### config.mk
export PLATFORM = sky130hd
export DESIGN_NAME = reflet_rom_loader
export DESIGN_NICKNAME = d
export VERILOG_FILES = /design/src/rtl/reflet_rom_loader_pkg.sv /design/src/rtl/reflet_rom_loader.sv
export SDC_FILE = /design/constraint.sdc
export NUM_CORES = 1
export LEC_CHECK = 0
export CORE_MARGIN = 4
export CORE_UTILIZATION = 35
export DETAILED_ROUTE_END_ITERATION = 10
export DONT_BUFFER_PORTS = 1
export SYNTH_ARGS = -nofsm -noshare
export SYNTH_HDL_FRONTEND = slang
export SYNTH_SLANG_ARGS = --single-unit
### constraint.sdc
create_clock -name clk -period 2.9 [get_ports clk]
set_clock_uncertainty 0.15 [all_clocks]
set_input_delay 0.58 -clock clk [delete_from_list [all_inputs] [get_ports clk]]
set_output_delay 0.58 -clock clk [all_outputs]
set_load 0.1 [all_outputs]
### src/rtl/reflet_rom_loader_pkg.sv
// Shared definitions for the Reflet boot loader: FSM state encoding and the
// image magic that the assembler also writes at the start of every ROM image.
package reflet_rom_loader_pkg;

    typedef enum logic [2:0] {
        LOADER_IDLE  = 3'd0,
        LOADER_CHECK = 3'd1,
        LOADER_COPY  = 3'd2,
        LOADER_DONE  = 3'd3,
        LOADER_ERROR = 3'd4
    } loader_state_t;

    // "ASRM", most significant byte at ROM address 0
    localparam logic [31:0] LOADER_MAGIC = 32'h4153524D;

endpackage

### src/rtl/reflet_rom_loader.sv
// Boot sequencer: verifies the ROM magic header, then streams COPY_LEN bytes
// from ROM into RAM while holding the CPU in reset.
module reflet_rom_loader
    import reflet_rom_loader_pkg::*;
#(
    parameter int          ADDR_WIDTH = 8,
    parameter int          DATA_WIDTH = 8,
    parameter int          COPY_LEN   = 256,
    parameter logic [31:0] MAGIC      = LOADER_MAGIC
) (
    input  logic                  clk,
    input  logic                  reset,
    input  logic                  restart,
    output logic                  rom_enable_out,
    output logic [ADDR_WIDTH-1:0] rom_addr,
    input  logic [DATA_WIDTH-1:0] rom_data,
    output logic                  ram_we,
    output logic [ADDR_WIDTH-1:0] ram_addr,
    output logic [DATA_WIDTH-1:0] ram_wdata,
    output logic                  cpu_hold,
    output logic                  done,
    output logic                  error
);

    // One extra counter bit so COPY_LEN = 2^ADDR_WIDTH is representable.
    localparam logic [ADDR_WIDTH:0] LEN         = (ADDR_WIDTH+1)'(COPY_LEN);
    localparam logic [ADDR_WIDTH:0] CHK_LAST_RD = (ADDR_WIDTH+1)'(3);
    localparam logic [ADDR_WIDTH:0] CHK_DRAIN   = (ADDR_WIDTH+1)'(4);

    loader_state_t         state, state_nxt;
    logic [ADDR_WIDTH:0]   cnt, cnt_nxt;
    logic [ADDR_WIDTH-1:0] rom_addr_nxt, ram_addr_nxt;
    logic                  ram_we_nxt;
    logic                  mismatch, mismatch_nxt;

    function automatic logic [7:0] magic_byte(input logic [1:0] idx);
        logic [31:0] sh;
        sh = MAGIC << {idx, 3'b000};
        return sh[31:24];
    endfunction

    always_ff @(posedge clk or posedge reset) begin
        if (reset) begin
            state    <= LOADER_IDLE;
            cnt      <= '0;
            rom_addr <= '0;
            ram_addr <= '0;
            ram_we   <= 1'b0;
            mismatch <= 1'b0;
        end else begin
            state    <= state_nxt;
            cnt      <= cnt_nxt;
            rom_addr <= rom_addr_nxt;
            ram_addr <= ram_addr_nxt;
            ram_we   <= ram_we_nxt;
            mismatch <= mismatch_nxt;
        end
    end

    always_comb begin
        state_nxt    = state;
        cnt_nxt      = cnt;
        rom_addr_nxt = rom_addr;
        ram_addr_nxt = ram_addr;
        ram_we_nxt   = 1'b0;
        mismatch_nxt = mismatch;

        case (state)
            LOADER_IDLE: begin
                state_nxt    = LOADER_CHECK;
                cnt_nxt      = '0;
                rom_addr_nxt = '0;
                mismatch_nxt = 1'b0;
            end

            LOADER_CHECK: begin
                // cnt counts CHECK cycles; the byte read at cnt-1 arrives now.
                cnt_nxt = cnt + 1'b1;
                if (cnt < CHK_LAST_RD)
                    rom_addr_nxt = rom_addr + 1'b1;
                if (cnt != '0 && rom_data != magic_byte(cnt[1:0] - 2'd1))
                    mismatch_nxt = 1'b1;
                if (cnt == CHK_DRAIN) begin
                    state_nxt    = mismatch_nxt ? LOADER_ERROR : LOADER_COPY;
                    cnt_nxt      = '0;
                    rom_addr_nxt = '0;
                end
            end

            LOADER_COPY: begin
                cnt_nxt = cnt + 1'b1;
                if (cnt < LEN) begin
                    ram_we_nxt   = 1'b1;
                    ram_addr_nxt = rom_addr;
                end
                // Hold the last address instead of wrapping to 0.
                if (cnt + 1'b1 < LEN)
                    rom_addr_nxt = rom_addr + 1'b1;
                if (cnt == LEN)
                    state_nxt = LOADER_DONE;
            end

            LOADER_DONE, LOADER_ERROR: begin
                if (restart) begin
                    state_nxt    = LOADER_IDLE;
                    rom_addr_nxt = '0;
                    ram_addr_nxt = '0;
                end
            end

            default: state_nxt = LOADER_IDLE;
        endcase
    end

    assign rom_enable_out = (state == LOADER_CHECK) || (state == LOADER_COPY);
    assign ram_wdata      = rom_data;
    assign done           = (state == LOADER_DONE);
    assign cpu_hold       = (state != LOADER_DONE);
    assign error          = (state == LOADER_ERROR);

endmodule

# --- Word-level counts from Yosys, hierarchy flattened ---
# Cells that the tools add are included.
word_totals:
  ram_bits: 0
  register_bits: 30
  latch_bits: 0
  rom_bits: 0
  out_inout_bits: 29
  mem_count: 0
  in_bits: 11
  elab_cells: 58
classes:
  n_bitwise: 0
  eq_ne: 14
  shifts: 1
  mul: 0
  magnitude_cmp: 3
  add_sub_neg: 3
  muxes: 19
  div: 0
  n_reduce_logical: 12
op_table:
  columns: ["operator", "n"]
  rows:
  - ["$mux W8", 5]
  - ["$pmux W8 S4", 1]
  - ["$shl A31 B5 Y32 const A", 1]
  - ["$pmux W9 S3", 1]
  - ["$lt A9 B9 Y1 const B", 2]
  - ["$pmux W8 S2", 1]
  - ["$mux W3", 4]
  - ["$pmux W3 S4", 1]
  - ["$ne A2 B2 Y1 const B", 5]
  - ["$add A9 B1 Y9 const B", 1]
  - ["$eq A9 B3 Y1 const B", 1]
  - ["$eq A9 B9 Y1 const B", 1]
  - ["$lt A9 B2 Y1 const B", 1]
  - ["$mux W9", 1]
  - ["$reduce_bool A9 Y1", 1]
  - ["$add A8 B1 Y8 const B", 1]
  - ["$ne A8 B8 Y1", 1]
  - ["$eq A3 B2 Y1 const B", 2]
  - ["$reduce_and A3 Y1", 2]
  - ["$mux W1", 4]
  - ["$reduce_and A4 Y1", 1]
  - ["$reduce_bool A2 Y1", 2]
  - ["$reduce_bool A4 Y1", 1]
  - ["$eq A3 B1 Y1 const B", 1]
  - ["10 further kinds", 10]

# --- Depth between registers and ports, before layout ---
# Gate-level depths: netlist of the first run.
depth:
  depth_word: 9
  ltp_mapped: 8
  depth_no_buf: 7

# --- Least setup slack after synthesis of the first run ---
# Ideal clock, no wire load.
synth_timing:
  kind: "register to register"
  start: "register state[1]"
  end: "register ram_addr[2]"
  t_required_ns: 2.609
  path_slack_ns: -0.799
  period_less_slack_ns: 3.699
  setup_time_ns: 0.141
  t_arrival_ns: 3.408
  stages_incl_launch_ff: 6
  path_buffers: 1
  cell_sequence: "dfrtp_1 > buf_1 > nor3_1 > nor2_1 > nand2_1 > o21ai_0"
synth_via:
  elab_chain_cells: 4
  word_cells_on_any_way: 9
  cone_classes: "eq/ne (5); mux (1); reduce/logical (3)"
synth_lines:
  columns: ["element", "line", "rtl"]
  rows:
  - ["start: declaration", "reflet_rom_loader.sv:30", "loader_state_t state, state_nxt;"]
  - ["start signal: assignment", "reflet_rom_loader.sv:51", "state <= state_nxt;"]
  - ["$eq A3 B3 Y1 *", null, null]
  - ["named net error", "reflet_rom_loader.sv:22", "output logic error"]
  - ["$reduce_or A2 Y1 *", "reflet_rom_loader.sv:68", "case (state)"]
  - ["$ne A2 B2 Y1 (no source line) / $reduce_bool A2 Y1 (equally long branches)", null, null]
  - ["$reduce_and A3 Y1 (no source line)", null, null]
  - ["end signal: assignment", "reflet_rom_loader.sv:54", "ram_addr <= ram_addr_nxt;"]
  - ["end: declaration", "reflet_rom_loader.sv:18", "output logic [ADDR_WIDTH-1:0] ram_addr,"]
# Mark *: on every way through the listed nets, which the timed path passes. The rest lies on a longest branch.
# A chain may end at the register's enable or synchronous reset.

# --- Worst setup path after layout of the first run ---
layout_timing:
  start: "register state[1]"
  end: "output port done"
layout_via:
  elab_chain_cells: 1
layout_lines:
  columns: ["element", "line", "rtl"]
  rows:
  - ["$eq A3 B2 Y1", "reflet_rom_loader.sv:117", "assign done = (state == LOADER_DONE);"]
  - ["end: declaration", "reflet_rom_loader.sv:21", "output logic done,"]
# Every way passes these cells.

==> out/metrics.csv, run 1 <==
stage,metric,value,unit
detailed_routing,route.detailed.drc,0,
grt,use_met1,17.0,%
setup_path,rr_endpoint,rom_addr[7],
grt,grt.busiest_layer,met2,
floorplan,die_x,80.9,um
logic_synthesis,postSynth.asyncResetShare,100,%
grt,gr-usage-met3,4.21,%
detailed_routing,drt-vias-per-instance,5.18,
setup_path,crit_fanout,14,
logic_synthesis,avgSynthCellArea,8.95,um2
setup_path,r2r_slack,0.46,ns
logic_synthesis,ys_top_cells_by_area,"dfrtp_1 40%, nand2_1 6.7%, o21ai_0 4.0%, buf_4 3.2%, nor2_1 3.2%",
floorplan,dieArea,6550,um2
finish,n_antenna_cell,0,
cts,cts_buffer_depth,2,
timing,worst_pin_slew,1.00,ns
setup_path,required,2.17,ns
power_and_ir_drop,peakVddDrop,0.573,mV
logic_synthesis,synthCells,208,
setup_path,worstReg2RegStart,cnt[0],
run_status,outcome,"finished, final reports clean",
setup_path,critical_path.startpoint,state[1],
cts,cts-htree-levels,2,
timing,hold_viol,0,
logic_synthesis,ys_types,49,
finish,nets,227,
finish,final_area,2100,um2
timing,setup_viol,0,
grt,grt_pass1_wl,6880,um
cts,clk_pin_slew,0.07,ns
detailed_routing,vias,1466,
logic_synthesis,synth_edf_count,0,
detailed_routing,wl,4030,um
logic_synthesis,synth_top_area_share,40.3,%
logic_synthesis,ys_ff_latch,30,
cts,numCtsBuffers,5,
timing,relSlewSlack,33.4,%
finish,layout_commonest_cell,nand2_1,
logic_synthesis,syn_area,1860,um2
floorplan,coreArea,5140,um2
setup_path,crit_path_start_kind,register,
finish,final_cell_mix,"32 x nand2_1, 30 x dfrtp_1, 16 x nor2_1",
grt,grtUsageMet2,22.0,%
finish,syn2layout_area_growth,12.8,%
grt,grt_pass1_vias,1410,
setup_path,reg2regPathDepth,7,
logic_synthesis,synth_flop_cell,dfrtp_1,
setup_path,worst_ep_arrival_time,1.77,ns
timing,setup_ws,0.398,ns
cts,cts_sinks,30,
setup_path,worstSetupPathType,reg -> out,
placement,placed_area,1960,um2
detailed_routing,drtPass1Iterations,4,
cts,cts_tree,yes,
timing,rsz0062_at_grt,no,
grt,grtUsageTotal,13.5,%
timing,fmax,400,MHz
placement,dp_hpwl,2960,um
timing,fin_crit,2.50,ns
cts,cts_root_buf,clkbuf_8,
floorplan,die_h,80.9,um
placement,gp_congestion,0.761,
finish,register_area,751,um2
placement,port_buffers,0,
grt,grt-ovfl-total,0,
finish,multi_input_area,985,um2
power_and_ir_drop,power_density,1060,nW/um2
min_path,hp-class,in -> async,
power_and_ir_drop,leakagePower,0.902,nW
grt,grt_max_degree,31,
setup_path,critPathCaptureType,output port,
setup_path,worstSetupEndpoint,done,
grt,grt_antenna_before_repair,0,
logic_synthesis,ys_seq_area_share,40.3,%
cts,cts_resized,0,
finish,drive_above_1_share,16.0,%
logic_synthesis,synth_top_area_cell,dfrtp_1,
floorplan,ios,40,
logic_synthesis,syn_nets,223,
cts,post_cts_buffers,0,
timing,tns,0,ns
timing,maxSlewViolCount,0,
floorplan,initial_core_util,36.2,%
cts,hold_buffers,0,
timing,period_share,86.3,%
detailed_routing,drtIter0Drc,74,
cts,insertion_delay,0.28,ns
detailed_routing,wire_per_inst,14.3,um
logic_synthesis,yosysWarningCount,0,
placement,post-place-ws,0.470,ns
detailed_routing,ant_nets,0,
finish,fillers,532,
floorplan,num_rows,26,
flow_run,maxCapViolations,0,
-- cell usage after synthesis, drive strengths merged, types with 5 or more instances --
library cell and number:
nand2 33, dfrtp 30, o21ai 17, nor2 16
buf 15, a21oi 10, inv 9, nor3 9
o31ai 6, nand4 5, or4 5
-- metal layers --
layer / share of wire [%] / wire length, um
met1: 45 / 1810
met2: 49 / 1970
met3: 5.1 / 205
met4: 1.0 / 42
met5: 0 / 0
-- state kept, by name, indices dropped and copies added (netlist names) --
signal,flops
rom_addr,8
mismatch,1
cnt,9
state,3
ram_we,1
ram_addr,8
-- how the worst min path moves through the flow --
stage	startpoint	endpoint	slack (ns)	cells after the start
final	reset	cnt[3]	0.11	2
after global routing	reset	ram_we	0.14	2
after CTS	reset	cnt[6]	0.12	2
after detailed placement	rom_addr[5]	ram_addr[5]	0.37	2
after global placement	rom_addr[5]	ram_addr[5]	0.36	2
after floorplan	mismatch	mismatch	0.36	1
-- kinds of logic after synthesis --
group | Yosys count | share of synthesized area (%)
buf+inv | 25 | 7.73
simple gates | 90 | 25.4
flops | 30 | 40.3
compound gates | 51 | 19.9
xor+xnor | 5 | 2.35
mux | 3 | 1.61
fa+ha+maj | 4 | 2.69
-- worst max-delay path: stages (launching register included) --
cell	delay, ns
dfrtp_1	0.60
nor2b_1	0.36
nand2_2	0.13
clkinvlp_4	0.11
buf_4	0.28
-- stage by stage --
| step | utilization (%) | instances | power, mW | hold slack [ns] |
|---|---|---|---|---|
| 4_1_cts | 40.9 | 283 | 2.26 | 0.118 |
| 5_1_grt | 40.9 | 283 | 2.40 | 0.141 |
| 2_1_floorplan | - | 208 | 1.59 | 0.356 |
| 3_5_place_dp | 38.1 | 275 | 1.71 | 0.368 |
| 3_3_place_gp | 38.1 | 275 | 1.70 | 0.362 |
| 6_report | 40.9 | 283 | 2.24 | 0.111 |
-- report_power, final --
part / internal [mW] / leakage (nW) / switching (mW)
combinational: 0.325 / 0.430 / 0.634
sequential: 0.501 / 0.400 / 0.243
clock: 0.367 / 0.0714 / 0.168
-- final cells by class --
type | count | share of cell area (%)
Tap cell | 70 | 4.17
Inverter | 9 | 1.79
Multi-Input combinational cell | 153 | 46.9
Clock inverter | 2 | 2.86
Timing Repair Buffer | 13 | 4.65
Clock buffer | 6 | 3.93
Sequential cell | 30 | 35.7
(Power assumes the default switching activity.)
==> inputs of run 2 (changes only) <==
--- a/config.mk
+++ b/config.mk
@@ -5,8 +5,9 @@
 export SDC_FILE = /design/constraint.sdc
 export NUM_CORES = 1
 export LEC_CHECK = 0
+export ABC_AREA = 1
 export CORE_MARGIN = 4
-export CORE_UTILIZATION = 35
+export CORE_UTILIZATION = 40
 export DETAILED_ROUTE_END_ITERATION = 10
 export DONT_BUFFER_PORTS = 1
 export SYNTH_ARGS = -nofsm -noshare
==> out/metrics.csv, run 2 <==
stage,metric,value,unit,change
placement,gp_congestion,0.857,,was 0.761
power_and_ir_drop,peakVddDrop,0.337,mV,was 0.573 mV
floorplan,ios,40,,unchanged
placement,placed_area,2060,um2,was 1960 um2
grt,grt.busiest_layer,met2,,unchanged
placement,port_buffers,0,,unchanged
detailed_routing,vias,1666,,was 1466
logic_synthesis,synth_edf_count,0,,unchanged
finish,top_register,cnt,,unchanged
timing,fin_crit,2.36,ns,was 2.50 ns
detailed_routing,wire_per_inst,11.5,um,was 14.3 um
flow_run,maxCapViolations,0,,unchanged
logic_synthesis,ys_top_cells_by_area,"dfrtp_1 38%, nand2_1 18%, inv_1 7.1%, nand3_1 4.6%, o21ai_0 3.6%",,"was dfrtp_1 40%, nand2_1 6.7%, o21ai_0 4.0%, buf_4 3.2%, nor2_1 3.2%"
detailed_routing,route.detailed.drc,0,,unchanged
cts,cts_root_buf,clkbuf_8,,unchanged
timing,tns,0,ns,unchanged
grt,grt_pass1_wl,6960,um,was 6880 um
grt,grt_pass1_vias,1564,,was 1410
cts,post_cts_buffers,0,,unchanged
setup_path,worstSetupPathType,reg -> out,,unchanged
finish,final_cell_mix,"93 x nand2_1, 37 x inv_1, 30 x dfrtp_1",,"was 32 x nand2_1, 30 x dfrtp_1, 16 x nor2_1"
logic_synthesis,ys_types,29,,was 49
grt,gr-usage-met3,4.29,%,was 4.21%
min_path,hp-class,in -> async,,unchanged
logic_synthesis,yosysMostFrequentCell,nand2_1,,unchanged
timing,worst_pin_slew,0.916,ns,was 1.00 ns
power_and_ir_drop,power.total,1.85,mW,was 2.24 mW
floorplan,die_h,78.0,um,was 80.9 um
finish,largest_reg_flops,9,,unchanged
power_and_ir_drop,power_density,857,nW/um2,was 1060 nW/um2
cts,cts_resized,0,,unchanged
cts,cts_tree,yes,,unchanged
grt,use_met1,18.9,%,was 17.0%
grt,grt-ovfl-total,0,,unchanged
finish,n_antenna_cell,0,,unchanged
timing,fmax,423,MHz,was 400 MHz
detailed_routing,wl,4040,um,was 4030 um
logic_synthesis,syn_area,1960,um2,was 1860 um2
finish,finish.utilization,45.6,%,was 40.9%
run_status,outcome,"finished, final reports clean",,unchanged
setup_path,worst_ep_arrival_time,1.63,ns,was 1.77 ns
timing,hold-worst-slack,0.161,ns,was 0.111 ns
detailed_routing,drtIter0Drc,102,,was 74
floorplan,coreArea,4720,um2,was 5140 um2
detailed_routing,drtPass1Iterations,4,,unchanged
timing,setup_viol,0,,unchanged
timing,relSlewSlack,38.9,%,was 33.4%
timing,period_share,81.4,%,was 86.3%
logic_synthesis,yosys-top-cells-count,"93 x nand2_1, 37 x inv_1, 30 x dfrtp_1, 18 x nand3_1, 18 x nor2_1",,"was 33 x nand2_1, 30 x dfrtp_1, 16 x nor2_1, 15 x o21ai_0"
finish,nets,299,,was 227
timing,rsz0062_at_grt,no,,unchanged
logic_synthesis,avgSynthCellArea,7.15,um2,was 8.95 um2
finish,syn2layout_area_growth,10.0,%,was 12.8%
logic_synthesis,synth_flop_cell,dfrtp_1,,unchanged
finish,final_area,2160,um2,was 2100 um2
logic_synthesis,syn_nets,289,,was 223
logic_synthesis,synthCells,274,,was 208
finish,layout_commonest_cell,nand2_1,,unchanged
logic_synthesis,postSynth.asyncResetShare,100,%,unchanged
placement,dp.cells,344,,was 275
logic_synthesis,synth_top_area_share,38.3,%,was 40.3%
cts,cts_sinks,30,,unchanged
timing,setup_ws,0.538,ns,was 0.398 ns
cts,numCtsBuffers,5,,unchanged
logic_synthesis,yosysWarningCount,0,,unchanged
grt,grtUsageMet2,22.2,%,was 22.0%
cts,cts-htree-levels,2,,unchanged
placement,post-place-ws,0.799,ns,was 0.470 ns
floorplan,die_x,78.0,um,was 80.9 um
grt,grtUsageTotal,14.3,%,was 13.5%
setup_path,critPathCaptureType,output port,,unchanged
logic_synthesis,ys_seq_area_share,38.3,%,was 40.3%
cts,cts_buffer_depth,2,,unchanged
finish,reg_top3,"cnt (9), ram_addr (8), rom_addr (8)",,unchanged
grt,grt_antenna_before_repair,0,,unchanged
setup_path,crit_path_start_kind,register,,unchanged
timing,hold_viol,0,,unchanged
power_and_ir_drop,leakagePower,1.16,nW,was 0.902 nW
timing,maxSlewViolCount,0,,unchanged
floorplan,dieArea,6080,um2,was 6550 um2
detailed_routing,ant_nets,0,,unchanged
finish,drive_above_1_share,15.8,%,was 16.0%
setup_path,required,2.17,ns,about the same
cts,clk_pin_slew,0.06,ns,was 0.07 ns
setup_path,crit_fanout,9,,was 14
finish,fin_cells,352,,was 283
detailed_routing,drt-vias-per-instance,4.73,,was 5.18
cts,insertion_delay,0.28,ns,about the same
grt,grt_max_degree,21,,was 31
logic_synthesis,ys_ff_latch,30,,unchanged
floorplan,num_rows,25,,was 26
cts,hold_buffers,0,,unchanged
floorplan,initial_core_util,41.5,%,was 36.2%
logic_synthesis,synth_top_area_cell,dfrtp_1,,unchanged
placement,dp_hpwl,3170,um,was 2960 um
-- run 2: cell types whose count changed after synthesis, moves of 4 or more --
cell / previous run / this run
nand2_1: 33 / 93
inv_1: 9 / 37
nand3_1: 4 / 18
nand2_2: 0 / 6
nor3_1: 9 / 3
or4_1: 5 / 0
a21oi_1: 9 / 5
buf_2: 4 / 0
inv_2: 0 / 4
nand2b_1: 4 / 0
-- run 2: path summary, 6_finish.rpt --
kind | endpoint | startpoint | depth (start not counted) | slack [ns]
setup / recovery | rom_enable_out | state[1] | 4 | 0.54
hold / removal | ram_we | reset | 1 | 0.16
setup reg to reg | cnt[3] | cnt[0] | 11 | 0.78
hold reg to reg | mismatch | mismatch | 2 | 0.36
max in group asynchronous | cnt[6] | reset | 2 | 1.80
min in group clk | mismatch | mismatch | 2 | 0.36
-- run 2: routing by layer --
metal	wire length, um	share of wire [%]
met5	0	0
met1	1900	47
met4	55	1.4
met3	223	5.5
met2	1860	46
-- run 2: kinds of logic (layout without fill, tap and decap cells) --
family / Yosys count / after routing / synth area share [%]
buffers and inverters: 51 / 62 / 11.9
AOI/OAI and AO/OA: 30 / 30 / 9.77
DFF: 30 / 30 / 38.3
and+or+nand+nor: 154 / 154 / 35.2
adders and majority gates: 4 / 4 / 2.55
xor gates and xnor gates: 5 / 5 / 2.23
-- run 2: layout make-up --
| class | count | area [um2] |
|---|---|---|
| Fill cell | 485 | 2570 |
| Inverter | 41 | 154 |
| Clock inverter | 1 | 5.00 |
| Clock buffer | 7 | 86.3 |
| Timing Repair Buffer | 13 | 97.6 |
| Multi-Input combinational cell | 193 | 978 |
| Tap cell | 67 | 83.8 |
| Sequential cell | 30 | 751 |
-- run 2: power by group --
part	internal [mW]	leakage, nW	switching, mW
combinational	0.210	0.699	0.642
clock	0.191	0.0482	0.151
sequential	0.479	0.410	0.175
total	0.880	1.16	0.968
-- run 2: critical path: stages (launching register included) --
cell	delay (ns)
dfrtp_1	0.48
nor3_4	0.38
inv_1	0.12
nand2_1	0.08
buf_4	0.29
